## src/rtl/ysyx_25020047_wb_stage_if.sv

```systemverilog
// Writeback stage bus: upstream instruction handshake, load-data return,
// and the commit-side outputs (register-file write, next PC, commit pulse).
interface ysyx_25020047_wb_stage_if #(
  parameter int XLEN   = 32,
  parameter int REG_AW = 5
);
  logic              in_valid;
  logic              in_ready;
  logic [XLEN-1:0]   in_pc;
  logic [XLEN-1:0]   in_snpc;
  logic [XLEN-1:0]   in_result;
  logic [REG_AW-1:0] in_rd;
  logic [1:0]        in_wb_sel;
  logic              in_pc_sel;
  logic [1:0]        in_ld_size;
  logic              in_ld_unsigned;
  logic              mem_rvalid;
  logic [XLEN-1:0]   mem_rdata;
  logic              rf_wen;
  logic [REG_AW-1:0] rf_waddr;
  logic [XLEN-1:0]   rf_wdata;
  logic [XLEN-1:0]   dnpc;
  logic              commit_valid;
  logic [XLEN-1:0]   commit_pc;

  // Upstream / environment side: drives instructions and load data.
  modport master (
    output in_valid, in_pc, in_snpc, in_result, in_rd, in_wb_sel, in_pc_sel,
           in_ld_size, in_ld_unsigned, mem_rvalid, mem_rdata,
    input  in_ready, rf_wen, rf_waddr, rf_wdata, dnpc, commit_valid, commit_pc
  );

  // Writeback stage side.
  modport slave (
    input  in_valid, in_pc, in_snpc, in_result, in_rd, in_wb_sel, in_pc_sel,
           in_ld_size, in_ld_unsigned, mem_rvalid, mem_rdata,
    output in_ready, rf_wen, rf_waddr, rf_wdata, dnpc, commit_valid, commit_pc
  );
endinterface

```

## src/rtl/ysyx_25020047_wb_stage.sv

```systemverilog
// Registered writeback stage: captures one instruction per transfer, waits
// for load data when needed, then commits for exactly one cycle.
module ysyx_25020047_wb_stage #(
  parameter int          XLEN     = 32,
  parameter int          REG_AW   = 5,
  parameter logic [31:0] RESET_PC = 32'h8000_0000
) (
  input logic                     clk,
  input logic                     rst,
  ysyx_25020047_wb_stage_if.slave bus
);
  localparam int OFFW = $clog2(XLEN / 8);

  localparam logic [1:0] IDLE     = 2'd0;
  localparam logic [1:0] WAIT_MEM = 2'd1;
  localparam logic [1:0] COMMIT   = 2'd2;

  localparam logic [1:0] WB_MEM  = 2'd2;
  localparam logic [1:0] WB_SNPC = 2'd3;

  logic [1:0]        state_q;
  logic [XLEN-1:0]   pc_q;
  logic [XLEN-1:0]   snpc_q;
  logic [XLEN-1:0]   result_q;
  logic [REG_AW-1:0] rd_q;
  logic [1:0]        wb_sel_q;
  logic              pc_sel_q;
  logic [1:0]        ld_size_q;
  logic              ld_unsigned_q;
  logic [XLEN-1:0]   ld_data_q;
  logic [XLEN-1:0]   dnpc_q;

  logic              accept;
  logic [XLEN-1:0]   shifted;
  logic [XLEN-1:0]   lo_mask;
  logic [XLEN-1:0]   ld_aligned;
  logic              ld_sign;
  int unsigned       ld_bits;

  assign bus.in_ready = !rst && (state_q != WAIT_MEM);
  assign accept       = bus.in_valid && bus.in_ready;

  // Align the bus word to the load offset, truncate to the access size, extend.
  always_comb begin
    // NOTE: every always_comb output gets a default first so no path leaves it unassigned (no latch).
    shifted    = bus.mem_rdata >> {result_q[OFFW-1:0], 3'b000};
    ld_bits    = 32'd8 << ld_size_q;
    lo_mask    = '1;
    ld_sign    = 1'b0;
    ld_aligned = shifted;
    if (ld_bits < 32'(XLEN)) begin
      lo_mask    = ~({XLEN{1'b1}} << ld_bits);
      // Top bit of the truncated field: in lo_mask but not in lo_mask >> 1.
      ld_sign    = |(shifted & lo_mask & ~(lo_mask >> 1));
      ld_aligned = shifted & lo_mask;
      if (!ld_unsigned_q && ld_sign) ld_aligned = ld_aligned | ~lo_mask;
    end
  end

  // FSM, instruction capture, load-data latch and next-PC register.
  always_ff @(posedge clk or posedge rst) begin
    // NOTE: every register here, datapath included, is reset so outputs never carry X.
    if (rst) begin
      state_q       <= IDLE;
      pc_q          <= '0;
      snpc_q        <= '0;
      result_q      <= '0;
      rd_q          <= '0;
      wb_sel_q      <= '0;
      pc_sel_q      <= 1'b0;
      ld_size_q     <= '0;
      ld_unsigned_q <= 1'b0;
      ld_data_q     <= '0;
      dnpc_q        <= XLEN'(RESET_PC);
    end else begin
      // NOTE: non-blocking assignments so every register sees pre-edge values.
      if (accept) begin
        pc_q          <= bus.in_pc;
        snpc_q        <= bus.in_snpc;
        result_q      <= bus.in_result;
        rd_q          <= bus.in_rd;
        wb_sel_q      <= bus.in_wb_sel;
        pc_sel_q      <= bus.in_pc_sel;
        ld_size_q     <= bus.in_ld_size;
        ld_unsigned_q <= bus.in_ld_unsigned;
      end
      case (state_q)
        IDLE: begin
          if (accept) state_q <= (bus.in_wb_sel == WB_MEM) ? WAIT_MEM : COMMIT;
        end
        WAIT_MEM: begin
          if (bus.mem_rvalid) begin
            ld_data_q <= ld_aligned;
            state_q   <= COMMIT;
          end
        end
        COMMIT: begin
          dnpc_q <= pc_sel_q ? result_q : snpc_q;
          if (accept) state_q <= (bus.in_wb_sel == WB_MEM) ? WAIT_MEM : COMMIT;
          else        state_q <= IDLE;
        end
        default: state_q <= IDLE;
      endcase
    end
  end

  // Commit-side outputs; data and address follow the captured instruction.
  always_comb begin
    case (wb_sel_q)
      WB_MEM:  bus.rf_wdata = ld_data_q;
      WB_SNPC: bus.rf_wdata = snpc_q;
      default: bus.rf_wdata = result_q;
    endcase
  end

  assign bus.commit_valid = (state_q == COMMIT);
  assign bus.commit_pc    = pc_q;
  assign bus.rf_wen       = (state_q == COMMIT) && (wb_sel_q != 2'd0) && (rd_q != '0);
  assign bus.rf_waddr     = rd_q;
  assign bus.dnpc         = dnpc_q;
endmodule

```

## src/flat_wrapper.sv

```systemverilog
// flat-port wrapper written by rule: the top's interface ports become plain ports
module ysyx_25020047_wb_stage_flat 
#(
  parameter int          XLEN     = 32,
  parameter int          REG_AW   = 5,
  parameter logic [31:0] RESET_PC = 32'h8000_0000
)
  (clk, rst, bus_in_valid, bus_in_pc, bus_in_snpc, bus_in_result, bus_in_rd, bus_in_wb_sel, bus_in_pc_sel, bus_in_ld_size, bus_in_ld_unsigned, bus_mem_rvalid, bus_mem_rdata, bus_in_ready, bus_rf_wen, bus_rf_waddr, bus_rf_wdata, bus_dnpc, bus_commit_valid, bus_commit_pc);
  ysyx_25020047_wb_stage_if #(.XLEN(XLEN), .REG_AW(REG_AW)) bus_i ();
  input logic clk;
  input logic rst;
  input wire logic [$bits(bus_i.in_valid)-1:0] bus_in_valid;
  input wire logic [$bits(bus_i.in_pc)-1:0] bus_in_pc;
  input wire logic [$bits(bus_i.in_snpc)-1:0] bus_in_snpc;
  input wire logic [$bits(bus_i.in_result)-1:0] bus_in_result;
  input wire logic [$bits(bus_i.in_rd)-1:0] bus_in_rd;
  input wire logic [$bits(bus_i.in_wb_sel)-1:0] bus_in_wb_sel;
  input wire logic [$bits(bus_i.in_pc_sel)-1:0] bus_in_pc_sel;
  input wire logic [$bits(bus_i.in_ld_size)-1:0] bus_in_ld_size;
  input wire logic [$bits(bus_i.in_ld_unsigned)-1:0] bus_in_ld_unsigned;
  input wire logic [$bits(bus_i.mem_rvalid)-1:0] bus_mem_rvalid;
  input wire logic [$bits(bus_i.mem_rdata)-1:0] bus_mem_rdata;
  output wire logic [$bits(bus_i.in_ready)-1:0] bus_in_ready;
  output wire logic [$bits(bus_i.rf_wen)-1:0] bus_rf_wen;
  output wire logic [$bits(bus_i.rf_waddr)-1:0] bus_rf_waddr;
  output wire logic [$bits(bus_i.rf_wdata)-1:0] bus_rf_wdata;
  output wire logic [$bits(bus_i.dnpc)-1:0] bus_dnpc;
  output wire logic [$bits(bus_i.commit_valid)-1:0] bus_commit_valid;
  output wire logic [$bits(bus_i.commit_pc)-1:0] bus_commit_pc;
  assign bus_i.in_valid = bus_in_valid;
  assign bus_i.in_pc = bus_in_pc;
  assign bus_i.in_snpc = bus_in_snpc;
  assign bus_i.in_result = bus_in_result;
  assign bus_i.in_rd = bus_in_rd;
  assign bus_i.in_wb_sel = bus_in_wb_sel;
  assign bus_i.in_pc_sel = bus_in_pc_sel;
  assign bus_i.in_ld_size = bus_in_ld_size;
  assign bus_i.in_ld_unsigned = bus_in_ld_unsigned;
  assign bus_i.mem_rvalid = bus_mem_rvalid;
  assign bus_i.mem_rdata = bus_mem_rdata;
  assign bus_in_ready = bus_i.in_ready;
  assign bus_rf_wen = bus_i.rf_wen;
  assign bus_rf_waddr = bus_i.rf_waddr;
  assign bus_rf_wdata = bus_i.rf_wdata;
  assign bus_dnpc = bus_i.dnpc;
  assign bus_commit_valid = bus_i.commit_valid;
  assign bus_commit_pc = bus_i.commit_pc;
  ysyx_25020047_wb_stage #(.XLEN(XLEN), .REG_AW(REG_AW), .RESET_PC(RESET_PC)) u_core (.clk(clk), .rst(rst), .bus(bus_i));
endmodule
```

## config.mk

```make
export PLATFORM = sky130hd
export DESIGN_NAME = ysyx_25020047_wb_stage_flat
export DESIGN_NICKNAME = d
export VERILOG_FILES = /design/src/rtl/ysyx_25020047_wb_stage_if.sv /design/src/rtl/ysyx_25020047_wb_stage.sv /design/src/flat_wrapper.sv
export SDC_FILE = /design/constraint.sdc
export NUM_CORES = 1
export LEC_CHECK = 0
export CAP_MARGIN = 25
export CELL_PAD_IN_SITES_DETAIL_PLACEMENT = 1
export CELL_PAD_IN_SITES_GLOBAL_PLACEMENT = 1
export CORE_AREA = 3 3 152 154
export DETAILED_ROUTE_END_ITERATION = 8
export DIE_AREA = 0 0 155 157
export PLACE_DENSITY_LB_ADDON = 0.1
export SLEW_MARGIN = 10
export SYNTH_ARGS = -nofsm -noshare
export SYNTH_HDL_FRONTEND = slang
export SYNTH_SLANG_ARGS = --single-unit
```

## constraint.sdc

```tcl
create_clock -name clk -period 7.8 [get_ports clk]
set_input_delay 1.17 -clock clk [delete_from_list [all_inputs] [get_ports clk]]
set_output_delay 1.17 -clock clk [all_outputs]
set_load 0.005 [all_outputs]
```

Yosys cells after proc, flatten, opt, wreduce, memory -nomap -nowiden
Cells that the tools add are included.
- flip-flop bits (word level): 173
- bits of input ports: 143
- order comparisons: 1
- eq/ne operators: 8
- shifts and indexed selects: 3
- mux-type cells: 9
- bitwise gates (word level): 6
- reductions and logical operators: 13
- operator list (kind ; number):
    $mux 32 ; 3
    $and 32x32->32 ; 2
    $not 32->32 ; 2
    $pmux 32 s2 ; 1
    $lt 32x6->1 const B ; 1
    $not 31->32 ; 1
    $or 32x32->32 ; 1
    $reduce_or 32->1 ; 1
    $shl 32x32->32 const A ; 1
    $shl 4x2->32 const A ; 1
    $shr 32x5->32 ; 1
    $eq 2x2->1 const B ; 4
    $mux 2 ; 4
    $pmux 2 s3 ; 1
    $logic_and 1x1->1 ; 5
    $reduce_bool 5->1 ; 1
    $ne 2x1->1 const B ; 2
    $reduce_and 2->1 ; 2
    $eq 2x1->1 const B ; 1
    $logic_not 1->1 ; 2
    $logic_not 2->1 ; 1
    $ne 2x2->1 const B ; 1
    $reduce_bool 2->1 ; 1

Longest topological paths before layout
Gate-level depths: netlist of run 1.
- depth after elaboration: 9
- gate-level depth with buffers: 6
- mapped depth without buffers: 4

Worst setup path after synthesis of run 1
OpenSTA, ideal clock, no wires.
- path type: input -> output
- start: in rst
- end: out bus_in_ready
- data arrival time: 5.395 ns
- path slack: 1.235 ns
- cell stages on the path: 2
- cell sequence: inv_1 -> and2_4
- longest elaborated chain between the ends: 2
- ends and longest elaborated chain (element ; RTL line ; source):
    from (decl) ; flat_wrapper.sv:11 ; input logic rst;
    $logic_not 1->1 (no line) ; -- ;
    $logic_and 1x1->1 ; ysyx_25020047_wb_stage.sv:40 ; assign bus.in_ready = !rst && (state_q != WAIT_MEM);
    to (decl) ; flat_wrapper.sv:23 ; output wire logic [$bits(bus_i.in_ready)-1:0] bus_in_ready;
No other way between the ends.

Worst setup path after layout of run 1
Ends and elaborated chain as after synthesis.

==> results of run 1 <==
[cell usage after synthesis]
master and number:
o32ai_1 1, nand2_4 1, dfrtp_1 172, nand3_1 1, mux2_2 107, nor2b_1 10
a211oi_1 7, clkbuf_1 17, or3_1 1, o21ai_0 42, nor2_1 37, a22oi_1 15
buf_1 1, nand2_1 41, nand2b_1 7, buf_6 6, a211o_1 1, dfstp_2 1
buf_4 2, inv_1 2, a21oi_2 1, mux2i_1 80, a21oi_1 51, o21ai_1 10
nor3_4 1, o211ai_1 1, buf_2 23, mux2_4 8, nand3b_1 1, and2_4 1
nor3_1 10, o2bb2ai_1 8
[state kept, by name (all words and copies together) (netlist names)]
register and count:
u_core.state_q 2, u_core.ld_size_q 2, u_core.ld_data_q 32, u_core.bus.rf_waddr 5, u_core.snpc_q 32, u_core.bus.dnpc 32
u_core.bus.commit_pc 32, u_core.wb_sel_q 2, u_core.ld_unsigned_q 1, u_core.pc_sel_q 1, u_core.result_q 32
[layout make-up]
| cell class | count | share of cell area [%] |
|---|---|---|
| Sequential cell | 173 | 38.5 |
| Multi-Input combinational cell | 443 | 30.4 |
| Timing Repair Buffer | 255 | 22.7 |
| Clock buffer | 22 | 4.21 |
| Tap cell | 280 | 3.11 |
| Clock inverter | 10 | 0.945 |
| Inverter | 2 | 0.133 |
[worst min path at each step]
| stage | startpoint | end | slack, ns | cells past startpoint |
|---|---|---|---|---|
| after global placement | u_core.bus.dnpc[15] | u_core.bus.dnpc[15] | 0.46 | 2 |
| after floorplan | u_core.ld_data_q[7] | u_core.ld_data_q[7] | 0.45 | 2 |
| after CTS | u_core.bus.dnpc[16] | u_core.bus.dnpc[16] | 0.49 | 2 |
| after global routing | u_core.bus.commit_pc[14] | u_core.bus.commit_pc[14] | 0.51 | 1 |
| final | u_core.bus.dnpc[21] | u_core.bus.dnpc[21] | 0.48 | 2 |
| after detailed placement | u_core.bus.dnpc[27] | u_core.bus.dnpc[27] | 0.48 | 2 |
[layout by cell type, fill, tap and decap left out, types with 3 or more instances in the layout]
cell type,instances
buf_4,7
clkbuf_8,3
clkdlybuf4s50_1,246
dfrtp_2,3
nor2_1,37
clkinvlp_4,4
dfrtp_1,169
nand2_1,41
o21ai_1,10
o2bb2ai_1,8
a21oi_1,51
mux2_2,107
nand2b_1,6
nor3_1,10
mux2i_1,80
a22oi_1,15
nor2b_1,10
a211oi_1,7
o21ai_0,42
clkbuf_16,17
mux2_4,8
[critical path, cell delays in order]
cell and delay (ns):
clkdlybuf4s50_1 0.49, inv_8 0.66, and2_4 0.31, clkdlybuf4s50_1 0.51
[through the flow]
stage	std cells	setup slack (ns)
2_1_floorplan	667	1.24
3_3_place_gp	1151	3.43
3_5_place_dp	1153	3.38
4_1_cts	1185	3.37
5_1_grt	1185	3.29
6_report	1185	3.45
[kinds of logic after synthesis]
kind of cell,after synthesis,share of synthesized area [%]
multiplexers,195,26.5
AO/OA/AOI/OAI,137,9.78
buffers and inverters,51,3.40
AND/OR/NAND/NOR,111,6.29
flip-flops,173,54.0
[routing by layer]
layer,wire length (um),share of wire [%]
met2,11900,50
met3,1410,5.9
met4,306,1.3
met5,44,0.18
met1,10200,43
[power groups by stage]
stage	clock network (mW)	registers (mW)	logic (mW)
after floorplan	0	1.25	0.481
after global placement	0	1.32	0.899
after detailed placement	0	1.32	0.946
after CTS	0.871	1.31	0.952
after global routing	0.910	1.34	1.03
final	0.848	1.30	0.932
==> flow_metrics.py, run 1 <==
metrics = {
    "setup_path": {
        "crit_start": "rst",
        "cp_data_required_time_ns": 6.63,
        "rr_startpoint": "u_core.state_q[1]",
        "arrival_ns": 3.18,
        "critPathCaptureType": "output port",
        "crit_path_end": "bus_in_ready",
        "worst_setup_path_start_kind": "primary input",
        "rr_endpoint": "u_core.snpc_q[14]",
        "crit_path_max_fanout": 127,
        "rrSetupSlack_ns": 5.14,
        "worst-setup-path-type": "in2out",
        "ff2ff_path_depth": 5,
    },
    "job": {
        "maxCapViolCount": 0,
    },
    "cts": {
        "cts_resized": 0,
        "cts_buffer_depth": 2,
        "clock_latency_ns": 0.43,
        "postCtsSetupBuffers": 0,
        "ctsRootBufferMaster": "clkbuf_16",
        "cts_max_level": 4,
        "cts_tree": "yes",
        "clk_pin_slew_ns": 0.07,
        "cts_buffers": 17,
        "clock_sinks": 173,
        "holdBufCountCts": 0,
    },
    "timing": {
        "tightest_slew_ns": 0.953,
        "fin_hold_ws_ns": 0.484,
        "finalSetupViolations": 0,
        "rsz0062_at_grt": "no",
        "fin_skew_ns": 0.0129,
        "period_needed_ns": 4.35,
        "tns_ns": 0,
        "hold_viol_final": 0,
        "fmax_ghz": 0.230,
        "drv_slew": 0,
        "max_slew_margin_pct": 36.5,
        "final.period_utilization_pct": 55.7,
    },
    "floorplan": {
        "io_pins": 247,
        "dieArea_mm2": 0.0243,
        "start_util_pct": 36.7,
        "die_w_um": 155,
        "die_y_um": 157,
        "core-area_mm2": 0.0218,
        "rows": 54,
    },
    "synth": {
        "synthCells": 667,
        "synth-warning-count": 0,
        "synth_cell_type_count": 32,
        "ys_ff_latch": 173,
        "syn_area_per_cell_um2": 12.0,
        "syn_area_mm2": 0.00802,
        "synth.largest_area_cell": "dfrtp_1",
        "synth_area_leaders": "dfrtp_1 (54%), mux2_2 (15%), mux2i_1 (10%)",
        "ys_seq_area_share_pct": 54.0,
        "synth_top_area_share_pct": 53.7,
        "synth.net_count": 810,
    },
    "routing": {
        "ant_nets": 0,
        "num_vias": 6022,
        "drtIter0Drc": 197,
        "drt_drc_violations_left": 0,
        "avgRoutedWirePerCell_um": 20.1,
        "avgViaCountPerCell": 5.08,
        "drtPass1Iterations": 4,
        "wl_um": 23900,
    },
    "global_route": {
        "grt_max_degree": 128,
        "grt_usage_pct": 19.8,
        "grt_pass1_wl_um": 37700,
        "antenna_found_initial": 4,
        "grt_overflow": 0,
        "grt.busiest_layer": "met2",
        "grt_pass1_vias": 6748,
        "grtUsageMet2_pct": 33.6,
        "met1_usage_pct": 24.7,
        "grt_use_met3_pct": 6.30,
    },
    "power": {
        "power_frac_comb_pct": 30.2,
        "switching_power_mw": 0.920,
        "power.share.sequential_pct": 42.3,
        "totalPowerFinal_mw": 3.08,
        "powerDensity_mw_per_mm2": 274,
        "ir_drop_uv": 154,
        "p_leak_nw": 4.82,
        "intPower_mw": 2.16,
        "p_clk_share_pct": 27.5,
        "netSwitchingFraction_pct": 29.8,
    },
    "final_layout": {
        "diodes": 0,
        "area_delta_synth_final_pct": 40.3,
        "stdcell_area_mm2": 0.0113,
        "nets": 1035,
        "multiInputGateArea_mm2": 0.00342,
        "layout-drive-gt1-share_pct": 18.1,
        "fillCellCount": 2253,
        "fin_util_pct": 51.6,
        "regArea_mm2": 0.00433,
    },
    "place": {
        "dpl_cell_area_mm2": 0.0107,
        "port_buffers": 246,
        "hpwl_um": 17100,
        "routabilityCongestion": 0.785,
    },
    "status": {
        "status": "finished clean",
    },
    "worst_hold_path": {
        "hold_path.class": "reg2reg",
    },
}
Power figures use the tool's default switching activity.
==> run 2: changes to the inputs <==
- CORE_AREA: 3 3 152 154 -> 3 3 160 162
- DIE_AREA: 0 0 155 157 -> 0 0 163 165
- clock period: 7.8 -> 3.8 ns (I/O delays scaled with it)
==> run 2 against run 1 <==
Against the previous run:
- sequential power rose by 110%
- clock-buffer cell count fell by 2
- global-route usage fell by 1.0 points
- non-clock buffer count rose by 3
- largest power group unchanged
- largest cell class unchanged
- first-iteration DRC count rose by 11%
- cell area rose by 0.79%
- register-to-register slack got worse by 3.6 ns
- die area rose by 11%
- via count rose by 0.40%
- total power rose by 100%
- critical endpoint is now bus_rf_wdata[26]
==> flow_metrics.py, run 2 (synthesized netlist as in run 1, its figures left out) <==
metrics = {
    "status": {
        "status": "finished clean",
    },
    "power": {
        "totalPowerFinal_mw": 6.30,
        "ir_drop_uv": 280,
        "p_leak_nw": 4.84,
        "powerDensity_mw_per_mm2": 555,
    },
    "timing": {
        "setup_ws_ns": 0.879,
        "finalSetupViolations": 0,
        "fmax_ghz": 0.342,
        "max_slew_margin_pct": 42.2,
        "final.period_utilization_pct": 76.9,
        "hold_viol_final": 0,
        "tightest_slew_ns": 0.867,
        "rsz0062_at_grt": "no",
        "drv_slew": 0,
        "fin_hold_ws_ns": 0.481,
        "tns_ns": 0,
        "fin_skew_ns": 0.0122,
        "period_needed_ns": 2.92,
    },
    "cts": {
        "ctsRootBufferMaster": "clkbuf_16",
        "cts_buffers": 17,
        "holdBufCountCts": 0,
        "clk_pin_slew_ns": 0.06,
        "cts_buffer_depth": 2,
        "cts_tree": "yes",
        "postCtsSetupBuffers": 0,
        "clock_latency_ns": 0.43,
        "cts_resized": 0,
        "clock_sinks": 173,
        "cts_max_level": 4,
    },
    "setup_path": {
        "rrSetupSlack_ns": 1.57,
        "worst-setup-path-type": "reg2out",
        "critPathCaptureType": "output port",
        "arrival_ns": 2.35,
        "rr_startpoint": "u_core.state_q[1]",
        "worst_setup_path_start_kind": "register",
        "cp_data_required_time_ns": 3.23,
        "crit_path_max_fanout": 34,
        "crit_start": "u_core.wb_sel_q[1]",
    },
    "routing": {
        "wl_um": 25100,
        "num_vias": 6046,
        "drtIter0Drc": 219,
        "avgRoutedWirePerCell_um": 20.4,
        "drtPass1Iterations": 4,
        "avgViaCountPerCell": 4.91,
        "ant_nets": 0,
        "drt_drc_violations_left": 0,
    },
    "global_route": {
        "grt_usage_pct": 18.8,
        "grt_max_degree": 130,
        "grt_pass1_wl_um": 38700,
        "grt_pass1_vias": 6792,
        "grt_overflow": 0,
        "antenna_found_initial": 2,
    },
    "floorplan": {
        "rows": 57,
        "io_pins": 247,
        "die_w_um": 163,
        "core-area_mm2": 0.0242,
        "die_y_um": 165,
        "dieArea_mm2": 0.0269,
        "start_util_pct": 33.1,
    },
    "final_layout": {
        "diodes": 0,
        "area_delta_synth_final_pct": 41.4,
        "fin_util_pct": 46.8,
        "finalNonFillerCells": 1232,
        "layout-drive-gt1-share_pct": 18.4,
        "final_cell_mix": "clkdlybuf4s50_1 (246), dfrtp_1 (169), mux2_2 (107), mux2i_1 (80), a21oi_1 (51)",
        "stdcell_area_mm2": 0.0113,
        "layout_commonest_cell": "clkdlybuf4s50_1",
        "nets": 1038,
    },
    "place": {
        "dp_slack_ns": 1.15,
        "dpl_cell_area_mm2": 0.0108,
        "place_inst": 1200,
        "routabilityCongestion": 0.775,
        "hpwl_um": 18300,
        "port_buffers": 246,
    },
    "worst_hold_path": {
        "hold_path.class": "reg2reg",
        "hold_start": "u_core.bus.dnpc[11]",
    },
    "job": {
        "maxCapViolCount": 0,
    },
}
run 2: changes by cell type in the layout (fill, tap and decap cells not counted):
cell | previous run | this run
clkinv_4 | 2 | 1
clkbuf_8 | 3 | 1
clkinv_2 | 0 | 3
buf_12 | 2 | 5
inv_6 | 2 | 4
inv_8 | 2 | 0
run 2: cell type report:
type | count | area (um^2)
Inverter | 2 | 11.3
Clock buffer | 20 | 447
Tap cell | 324 | 405
Clock inverter | 12 | 111
Timing Repair Buffer | 258 | 2620
Fill cell | 2565 | 12900
Sequential cell | 173 | 4330
Multi-Input combinational cell | 443 | 3420
run 2: power breakdown:
part	switching, mW	leakage, nW	total (mW)	internal (mW)
logic	0.747	2.48	1.92	1.17
registers	0.379	2.09	2.69	2.31
clock network	0.761	0.268	1.69	0.927
run 2: layer usage:
| layer | part of all wire (%) | up-vias | track usage [%] |
|---|---|---|---|
| met5 | 0.14 | - | 0 |
| li1 | - | 2833 | - |
| met3 | 6.9 | 29 | 6.27 |
| met1 | 41 | 3015 | 22.9 |
| met4 | 1.6 | 4 | 4.96 |
| met2 | 50 | 165 | 32.0 |
run 2: path summary, 6_finish.rpt:
check,end,cells after the start
worst max-delay path,bus_rf_wdata[26],4
worst min-delay path,u_core.bus.dnpc[11],2
min in group asynchronous,u_core.ld_data_q[13],3
max in group asynchronous,u_core.pc_sel_q,4
worst max register to register,u_core.result_q[14],5
worst min register to register,u_core.bus.dnpc[11],2
run 2: critical path, stage by stage (launching register included):
cell and delay [ns]:
dfrtp_2 0.65, buf_4 0.45, nor2_1 0.10, a21oi_1 0.19, clkdlybuf4s50_1 0.54
